[src/rtl/mlaccel_qpi_host.sv]
// QPI initiator for the ML accelerator's quad-SPI slave port: command byte, then
// write bytes or a dummy turnaround followed by read bytes, with valid/ready byte streams.
module mlaccel_qpi_host #(
    parameter int CLKDIV   = 1,
    parameter int DUMMY    = 4,
    parameter int CSB_IDLE = 2
) (
    input  logic        clock,
    input  logic        reset,
    input  logic        start,
    input  logic [7:0]  cmd,
    input  logic        rd,
    input  logic [15:0] len,
    output logic        busy,
    output logic        done,
    input  logic [7:0]  wr_data,
    input  logic        wr_valid,
    output logic        wr_ready,
    output logic [7:0]  rd_data,
    output logic        rd_valid,
    input  logic        rd_ready,
    output logic        qpi_csb,
    output logic        qpi_clk,
    output logic [3:0]  qpi_do,
    output logic        qpi_oe,
    input  logic [3:0]  qpi_di,
    input  logic        qpi_rdy
);

    typedef enum logic [2:0] {
        S_IDLE,
        S_WAITRDY,
        S_CMD,
        S_WDATA,
        S_TURN,
        S_RDATA,
        S_FINISH,
        S_GAP
    } state_t;

    localparam logic [15:0] DIV_LAST = 16'(CLKDIV - 1);
    localparam logic [15:0] DUM_LAST = 16'(DUMMY - 1);
    localparam logic [15:0] GAP_LAST = (CSB_IDLE > 1) ? 16'(CSB_IDLE - 1) : 16'd0;

    state_t      state_q, state_d;
    logic        csb_q, csb_d;
    logic        clk_q, clk_d;
    logic        oe_q, oe_d;
    logic [3:0]  do_q, do_d;
    logic        busy_q, busy_d;
    logic        done_q, done_d;
    logic        rd_valid_q, rd_valid_d;
    logic [7:0]  rd_data_q, rd_data_d;
    logic [7:0]  cmd_q, cmd_d;
    logic        rd_q, rd_d;
    logic [15:0] cnt_q, cnt_d;
    logic [15:0] div_q, div_d;
    logic        nib_q, nib_d;
    logic        need_q, need_d;
    logic [7:0]  byte_q, byte_d;
    logic [15:0] dum_q, dum_d;

    logic run;
    logic tick;
    logic rise;
    logic fall;

    // The nibble engine free-runs in the shifting states; a pending write byte or an
    // unconsumed read byte freezes it with qpi_clk low at the byte boundary.
    assign run = (state_q == S_CMD) || (state_q == S_TURN)
              || ((state_q == S_WDATA) && !need_q)
              || ((state_q == S_RDATA) && !(rd_valid_q && !clk_q && !nib_q));
    assign tick = (div_q == DIV_LAST);
    assign rise = run && tick && !clk_q;
    assign fall = run && tick && clk_q;

    assign wr_ready = (state_q == S_WDATA) && need_q && wr_valid;

    always_comb begin
        state_d    = state_q;
        csb_d      = csb_q;
        clk_d      = clk_q;
        oe_d       = oe_q;
        do_d       = do_q;
        busy_d     = busy_q;
        done_d     = 1'b0;
        rd_valid_d = rd_valid_q;
        rd_data_d  = rd_data_q;
        cmd_d      = cmd_q;
        rd_d       = rd_q;
        cnt_d      = cnt_q;
        div_d      = div_q;
        nib_d      = nib_q;
        need_d     = need_q;
        byte_d     = byte_q;
        dum_d      = dum_q;

        if (run) begin
            if (tick) begin
                div_d = 16'd0;
                clk_d = ~clk_q;
            end else begin
                div_d = div_q + 16'd1;
            end
        end

        if (rd_valid_q && rd_ready) begin
            rd_valid_d = 1'b0;
        end

        case (state_q)
            S_IDLE: begin
                if (start && !busy_q) begin
                    cmd_d   = cmd;
                    rd_d    = rd;
                    cnt_d   = len;
                    busy_d  = 1'b1;
                    state_d = S_WAITRDY;
                end
            end
            S_WAITRDY: begin
                if (qpi_rdy) begin
                    csb_d   = 1'b0;
                    oe_d    = 1'b1;
                    do_d    = cmd_q[7:4];
                    clk_d   = 1'b0;
                    div_d   = 16'd0;
                    nib_d   = 1'b0;
                    state_d = S_CMD;
                end
            end
            S_CMD: begin
                if (fall) begin
                    if (!nib_q) begin
                        nib_d = 1'b1;
                        do_d  = cmd_q[3:0];
                    end else begin
                        nib_d = 1'b0;
                        if (cnt_q == 16'd0) begin
                            state_d = S_FINISH;
                        end else if (!rd_q) begin
                            need_d  = 1'b1;
                            state_d = S_WDATA;
                        end else begin
                            oe_d    = 1'b0;
                            do_d    = 4'h0;
                            dum_d   = 16'd0;
                            state_d = S_TURN;
                        end
                    end
                end
            end
            S_WDATA: begin
                if (need_q) begin
                    if (wr_valid) begin
                        byte_d = wr_data;
                        do_d   = wr_data[7:4];
                        need_d = 1'b0;
                    end
                end else if (fall) begin
                    if (!nib_q) begin
                        nib_d = 1'b1;
                        do_d  = byte_q[3:0];
                    end else begin
                        nib_d = 1'b0;
                        cnt_d = cnt_q - 16'd1;
                        if (cnt_q == 16'd1) begin
                            state_d = S_FINISH;
                        end else begin
                            need_d = 1'b1;
                        end
                    end
                end
            end
            S_TURN: begin
                if (fall) begin
                    if (dum_q == DUM_LAST) begin
                        state_d = S_RDATA;
                    end else begin
                        dum_d = dum_q + 16'd1;
                    end
                end
            end
            S_RDATA: begin
                // Input is captured on the cycle that drives qpi_clk high.
                if (rise) begin
                    if (!nib_q) begin
                        byte_d = {qpi_di, byte_q[3:0]};
                    end else begin
                        rd_data_d  = {byte_q[7:4], qpi_di};
                        rd_valid_d = 1'b1;
                    end
                end
                if (fall) begin
                    if (!nib_q) begin
                        nib_d = 1'b1;
                    end else begin
                        nib_d = 1'b0;
                        cnt_d = cnt_q - 16'd1;
                        if (cnt_q == 16'd1) begin
                            state_d = S_FINISH;
                        end
                    end
                end
            end
            S_FINISH: begin
                if (div_q == DIV_LAST) begin
                    csb_d   = 1'b1;
                    oe_d    = 1'b0;
                    do_d    = 4'h0;
                    done_d  = 1'b1;
                    div_d   = 16'd0;
                    state_d = S_GAP;
                end else begin
                    div_d = div_q + 16'd1;
                end
            end
            S_GAP: begin
                if (div_q >= GAP_LAST) begin
                    busy_d  = 1'b0;
                    div_d   = 16'd0;
                    state_d = S_IDLE;
                end else begin
                    div_d = div_q + 16'd1;
                end
            end
            default: begin
                state_d = S_IDLE;
            end
        endcase
    end

    always_ff @(posedge clock or posedge reset) begin
        if (reset) begin
            state_q    <= S_IDLE;
            csb_q      <= 1'b1;
            clk_q      <= 1'b0;
            oe_q       <= 1'b0;
            do_q       <= 4'h0;
            busy_q     <= 1'b0;
            done_q     <= 1'b0;
            rd_valid_q <= 1'b0;
            rd_data_q  <= 8'h00;
            cmd_q      <= 8'h00;
            rd_q       <= 1'b0;
            cnt_q      <= 16'd0;
            div_q      <= 16'd0;
            nib_q      <= 1'b0;
            need_q     <= 1'b0;
            byte_q     <= 8'h00;
            dum_q      <= 16'd0;
        end else begin
            state_q    <= state_d;
            csb_q      <= csb_d;
            clk_q      <= clk_d;
            oe_q       <= oe_d;
            do_q       <= do_d;
            busy_q     <= busy_d;
            done_q     <= done_d;
            rd_valid_q <= rd_valid_d;
            rd_data_q  <= rd_data_d;
            cmd_q      <= cmd_d;
            rd_q       <= rd_d;
            cnt_q      <= cnt_d;
            div_q      <= div_d;
            nib_q      <= nib_d;
            need_q     <= need_d;
            byte_q     <= byte_d;
            dum_q      <= dum_d;
        end
    end

    assign busy     = busy_q;
    assign done     = done_q;
    assign rd_data  = rd_data_q;
    assign rd_valid = rd_valid_q;
    assign qpi_csb  = csb_q;
    assign qpi_clk  = clk_q;
    assign qpi_do   = do_q;
    assign qpi_oe   = oe_q;

endmodule

[config.mk]
export PLATFORM = sky130hd
export DESIGN_NAME = mlaccel_qpi_host
export DESIGN_NICKNAME = d
export VERILOG_FILES = /design/src/rtl/mlaccel_qpi_host.sv
export SDC_FILE = /design/constraint.sdc
export NUM_CORES = 1
export LEC_CHECK = 0
export CAP_MARGIN = 30
export CORE_MARGIN = 10
export CORE_UTILIZATION = 45
export CTS_CLUSTER_DIAMETER = 30
export DETAILED_ROUTE_END_ITERATION = 7
export PLACE_DENSITY = 0.78
export SLEW_MARGIN = 20
export SYNTH_ARGS = -nofsm -noshare
export SYNTH_HDL_FRONTEND = slang
export SYNTH_SLANG_ARGS = --single-unit
[constraint.sdc]
create_clock -name clock -period 6.7 [get_ports clock]
set_clock_uncertainty 0.05 [all_clocks]
set_input_delay 1.34 -clock clock [delete_from_list [all_inputs] [get_ports clock]]
set_output_delay 1.34 -clock clock [all_outputs]
set_load 0.005 [all_outputs]
* After elaboration in Yosys (flattened, before gate mapping) *
Cells that the tools add are included.
W data, S select, Z words.

word-level totals
  flip-flop bits (word level) = 88
  input port bits = 43
  output and inout bits = 19
  word-level logic and storage cells = 185

operators by class
  add/subtract/negate cells = 3
  magnitude comparators = 1
  eq/ne operators = 31
  muxes and demuxes = 85
  bitwise gates (word level) = 2
  reduce and logical (&&, ||, !) cells = 45

operator list
  kind                     number
  $mux W16                 14
  $pmux W16 S3             2
  $mux W3                  14
  $mux W4                  10
  $add A16 B1 Y16 const B  2
  $logic_not A16 Y1        2
  $mux W1                  32
  $mux W8                  4
  $ne A2 B2 Y1 const B     16
  $pmux W16 S2             1
  $pmux W3 S8              1
  $reduce_and A9 Y1        2
  $eq A16 B1 Y1 const B    1
  $eq A16 B2 Y1 const B    1
  $ge A16 B1 Y1 const B    1
  $pmux W4 S4              1
  $pmux W8 S2              1
  $sub A16 B1 Y16 const B  1
  $ne A3 B3 Y1 const B     5
  $reduce_and A3 Y1        5
  $reduce_and A7 Y1        2
  $eq A3 B3 Y1 const B     4
  $logic_and A1 B1 Y1      11
  $reduce_and A5 Y1        2
  other kinds (15)         32

* Depth between registers and ports, before layout *
  depth after elaboration = 11
  mapped depth = 10
  gate-level depth less buffers = 8

* Worst setup path before layout *
Ideal clock, no wire load.

  kind = input to output
  from = in wr_valid
  to = out wr_ready
  data arrival time = 1.703 ns
  data required time = 5.310 ns
  path slack = 3.607 ns
  stages = 2
  cells stage by stage = nand2_1 > nor2_1

on the way
  longest elaborated chain between the ends = 1

ends and longest elaborated chain
  what                 line  RTL
  start: declaration   17    input logic wr_valid,
  $logic_and A1 B1 Y1  77    assign wr_ready = (state_q == S_WDATA) && need_q && wr_valid;
  end: declaration     18    output logic wr_ready,

Every way passes these cells.

* Worst setup path after layout *
Same ends and word-level chain as after synthesis.

==> key figures <==
Logic synthesis
  – Mapped Nets: 584
  – Share of flip-flops with an asynchronous set or reset: 1.000
  – Post-Syn Instances: approximately 540
  – Predominant post-synthesis flop cell: dfrtp_1
  – Sequential fraction of the synthesis area: 0.4356
  – Leading area contributor after synthesis: dfrtp_1
  – EDFF count, synth: 0
  – YS warnings: 0
  – Number of library cell types mapped by synthesis: between 60 and 70
  – Mapped Area: ~5000 um2
  – Top post-synthesis cells by area: dfrtp_1 43%, mux2_2 7.1%, o21ai_0 5.8%, a21oi_1 3.8%, nor2_1 3.6%
  – Post-synth top area share: 0.4304
  – Syn_area_per_cell: between 9 and 10 um2
  – FF+latch count, synth: 88

Power
  – Part of the power in registers: 0.356
  – Switch share: 0.3977
  – Max IR drop VDD: approximately 0.00018 V
  – Internal: about 0.0015 W
  – Switch Pwr: around 0.001 W
  – P_leak: approximately 2.5 nW
  – Clock power share: 0.231
  – Comb pwr share: 0.413
  – PD cells: 410.5 nW/um2

Cells and area
  – Share of cells above drive strength 1: 0.1305
  – Final core utilization: 0.5587
  – # diodes: 0
  – Fillers: 954
  – Synth-to-layout area growth: 20.78%
  – Final nets: roughly 630

Global route
  – Grt total ovfl: 0
  – Vias in the first global route: roughly 4,400
  – Largest net degree at the start of global routing: between 40 and 50
  – Antenna violations before repair: 0
  – All-layer global routing usage: 0.1604
  – First-pass GRT wire length: 21,710 um

Drt
  – DR pass1 iterations: 5
  – Drt first-iter violations: approximately 320
  – Final WL: 12,970 um
  – Via count: about 4,400
  – Wire length per cell: around 18 um
  – Vias per cell: between 6 and 7
  – DRC: 0
  – Post-route ant nets: 0

Timing
  – Relative slew slack: 0.3995
  – RSZ-0062 raised after global routing: no
  – Final setup fails: 0
  – Post-layout minimum cycle time: around 4.3 ns
  – Tcrit/Tclk final: 0.6475
  – Max Freq: between 200 and 250 MHz
  – Max Slew Vio Count: 0
  – Actual slew at the worst max-slew pin: 0.8986 ns
  – Endpoints failing hold: 0
  – Setup_tns: 0 ns

CTS
  – CTS Buf Count: 9
  – CTS clock-pin slew for the worst setup and hold paths: 0.06 ns
  – CTS resizes: 0
  – TritonCTS clock tree: built
  – Number of H-tree branching levels: 3
  – # Post-CTS Setup Buffers: 0
  – Clk Latency, worst-skew pair: between 0.3 and 0.4 ns
  – Root Buffer: clkbuf_16
  – Hold Buf Count CTS: 0
  – Max Root-Sink Buffers: 2
  – Clock sink count: 88

Floorplan
  – Core area: 10,940 um2
  – Initial Util: 0.4626
  – FP Rows: 38
  – Die span in y: ~130 um
  – Total I/O pin count: 62
  – Die width: between 100 and 150 um
  – Die Area: around 16,000 um2

Critical path
  – Setup CP Type: input pin to output port
  – Critical-path cell list: clkdlybuf4s50_1 > nand2_1 > nor2_1 > clkdlybuf4s50_1
  – Required time of the critical path: ~5.3 ns
  – Slowest cell on the critical path: clkdlybuf4s50_1
  – CP Launch Type: input pin
  – Max FO, Critical Path: 7
  – CP Data Arrival Time: slightly below 3 ns
  – CP max stage delay: 0.61 ns
  – Crit end category: output port
  – Cell mode on critical path: clkdlybuf4s50_1

Worst hold path
  – Worst Hold Class: register to register

Run
  – Maxcap violations: 0

Placement
  – Count of input and output buffers: between 60 and 70
  – Detail Placement HPWL: 9184 um
  – Routability cong.: approximately 0.86

Status
  – Status: finished, final reports clean
## cell type report
class / instances / area, um2 / area share
clock inverters: 7 / 118.9 / 0.01946
clock buffers: 9 / 225.2 / 0.03686
flip-flops and latches: 88 / 2203 / 0.3606
well taps: 140 / 175.2 / 0.02867
multi-input cells: 405 / 2685 / 0.4395
repair buffers: 64 / 636.9 / 0.1042
inverters: 17 / 65.06 / 0.01065
## path summary, 6_finish.rpt
check                                       start                     end  slack, ns  depth (start not counted)
hold / removal                qpi_csb$_DFFE_PP1P_     qpi_csb$_DFFE_PP1P_       0.43                          2
setup / recovery                         wr_valid                wr_ready       2.36                          4
setup reg to reg           state_q[1]$_DFFE_PP0P_  state_q[1]$_DFFE_PP0P_       3.58                          6
min in group asynchronous                   reset    cmd_q[4]$_DFFE_PP0P_       1.40                          2
hold reg to reg               qpi_csb$_DFFE_PP1P_     qpi_csb$_DFFE_PP1P_       0.43                          2
max in group asynchronous                   reset   byte_q[7]$_DFFE_PP0P_       4.13                          3
## cell families after synthesis
| kind of cell | share of synthesized area |
|---|---|
| buf+inv | 0.03561 |
| compound gates | 0.2090 |
| xor+xnor | 0.003463 |
| simple gates | 0.2224 |
| fa+ha+maj | 0.01484 |
| mux | 0.07915 |
| flops | 0.4356 |
## layout by cell type (no fill, tap or decap), types with 4 or more instances in the layout
cell type	count
and3_1	11
and2_1	6
clkdlybuf4s50_1	61
o22ai_1	6
clkbuf_16	9
nor3_1	16
mux2i_1	4
nor2_1	49
or3_1	6
a21oi_1	37
o31ai_1	7
a311oi_1	5
inv_1	16
nor4_4	4
nand2_1	39
a31oi_1	10
nor4_1	5
nand2b_1	15
a22oi_1	5
o22a_1	4
nand3_1	16
mux2_2	32
o21ai_0	59
dfrtp_1	87
a221o_1	4
ha_1	6
## registers in the layout, indices dropped and copies added, names as in the netlist, 3 cells and up
name	cells
cnt_q	16
state_q	3
byte_q	8
rd_data	8
cmd_q	8
dum_q	16
qpi_do	4
div_q	16
## power by group through the flow
stage	registers, W	clock network [W]	logic (W)
after floorplan	0.000788	0	0.000822
after global placement	0.000882	0	0.000986
after detailed placement	0.000897	0	0.00102
after CTS	0.000889	0.000586	0.00103
after global routing	0.000922	0.000609	0.00115
final	0.000893	0.000579	0.00103
## synthesized netlist by cell type, drive strengths merged, types with 3 or more instances
master,n
mux2i,4
nor3b,3
a21o,3
nand2b,15
o22a,4
nor3,16
nor2,49
nor4b,3
a311oi,5
o31ai,10
dfrtp,87
o22ai,6
or2,3
mux2,32
nor4,11
a21oi,38
a41oi,3
inv,17
o21ai,59
or4,4
ha,6
clkbuf,18
a221o,4
a22oi,5
nand2,39
and2,6
or3,6
and3,11
and4,3
a31oi,10
nand3,16
buf,7
## stage by stage
| step | instance area, um2 | worst slack, ns | power (W) | hold WS [ns] | instances |
|---|---|---|---|---|---|
| floorplan | 5059 | 3.033 | 0.001610 | 0.3962 | 535 |
| global placement | 5754 | 2.388 | 0.001868 | 0.4218 | 713 |
| detailed placement | 5766 | 2.376 | 0.001919 | 0.4255 | 714 |
| CTS | 6110 | 2.364 | 0.002506 | 0.4376 | 730 |
| global route | 6110 | 2.171 | 0.002680 | 0.4658 | 730 |
| finish | 6110 | 2.361 | 0.002508 | 0.4346 | 730 |
## layer usage
layer / GRT usage / share of wire
met4: 0.04555 / 0.014
met3: 0.03482 / 0.049
met5: 0 / 0
met2: 0.2733 / 0.51
met1: 0.1992 / 0.43
## critical path, delay by kind of cell
family	cells	cell delay, ns
buf+inv	2	1.09
simple gates	2	0.52
No activity file was read; power rests on OpenSTA's default activity.
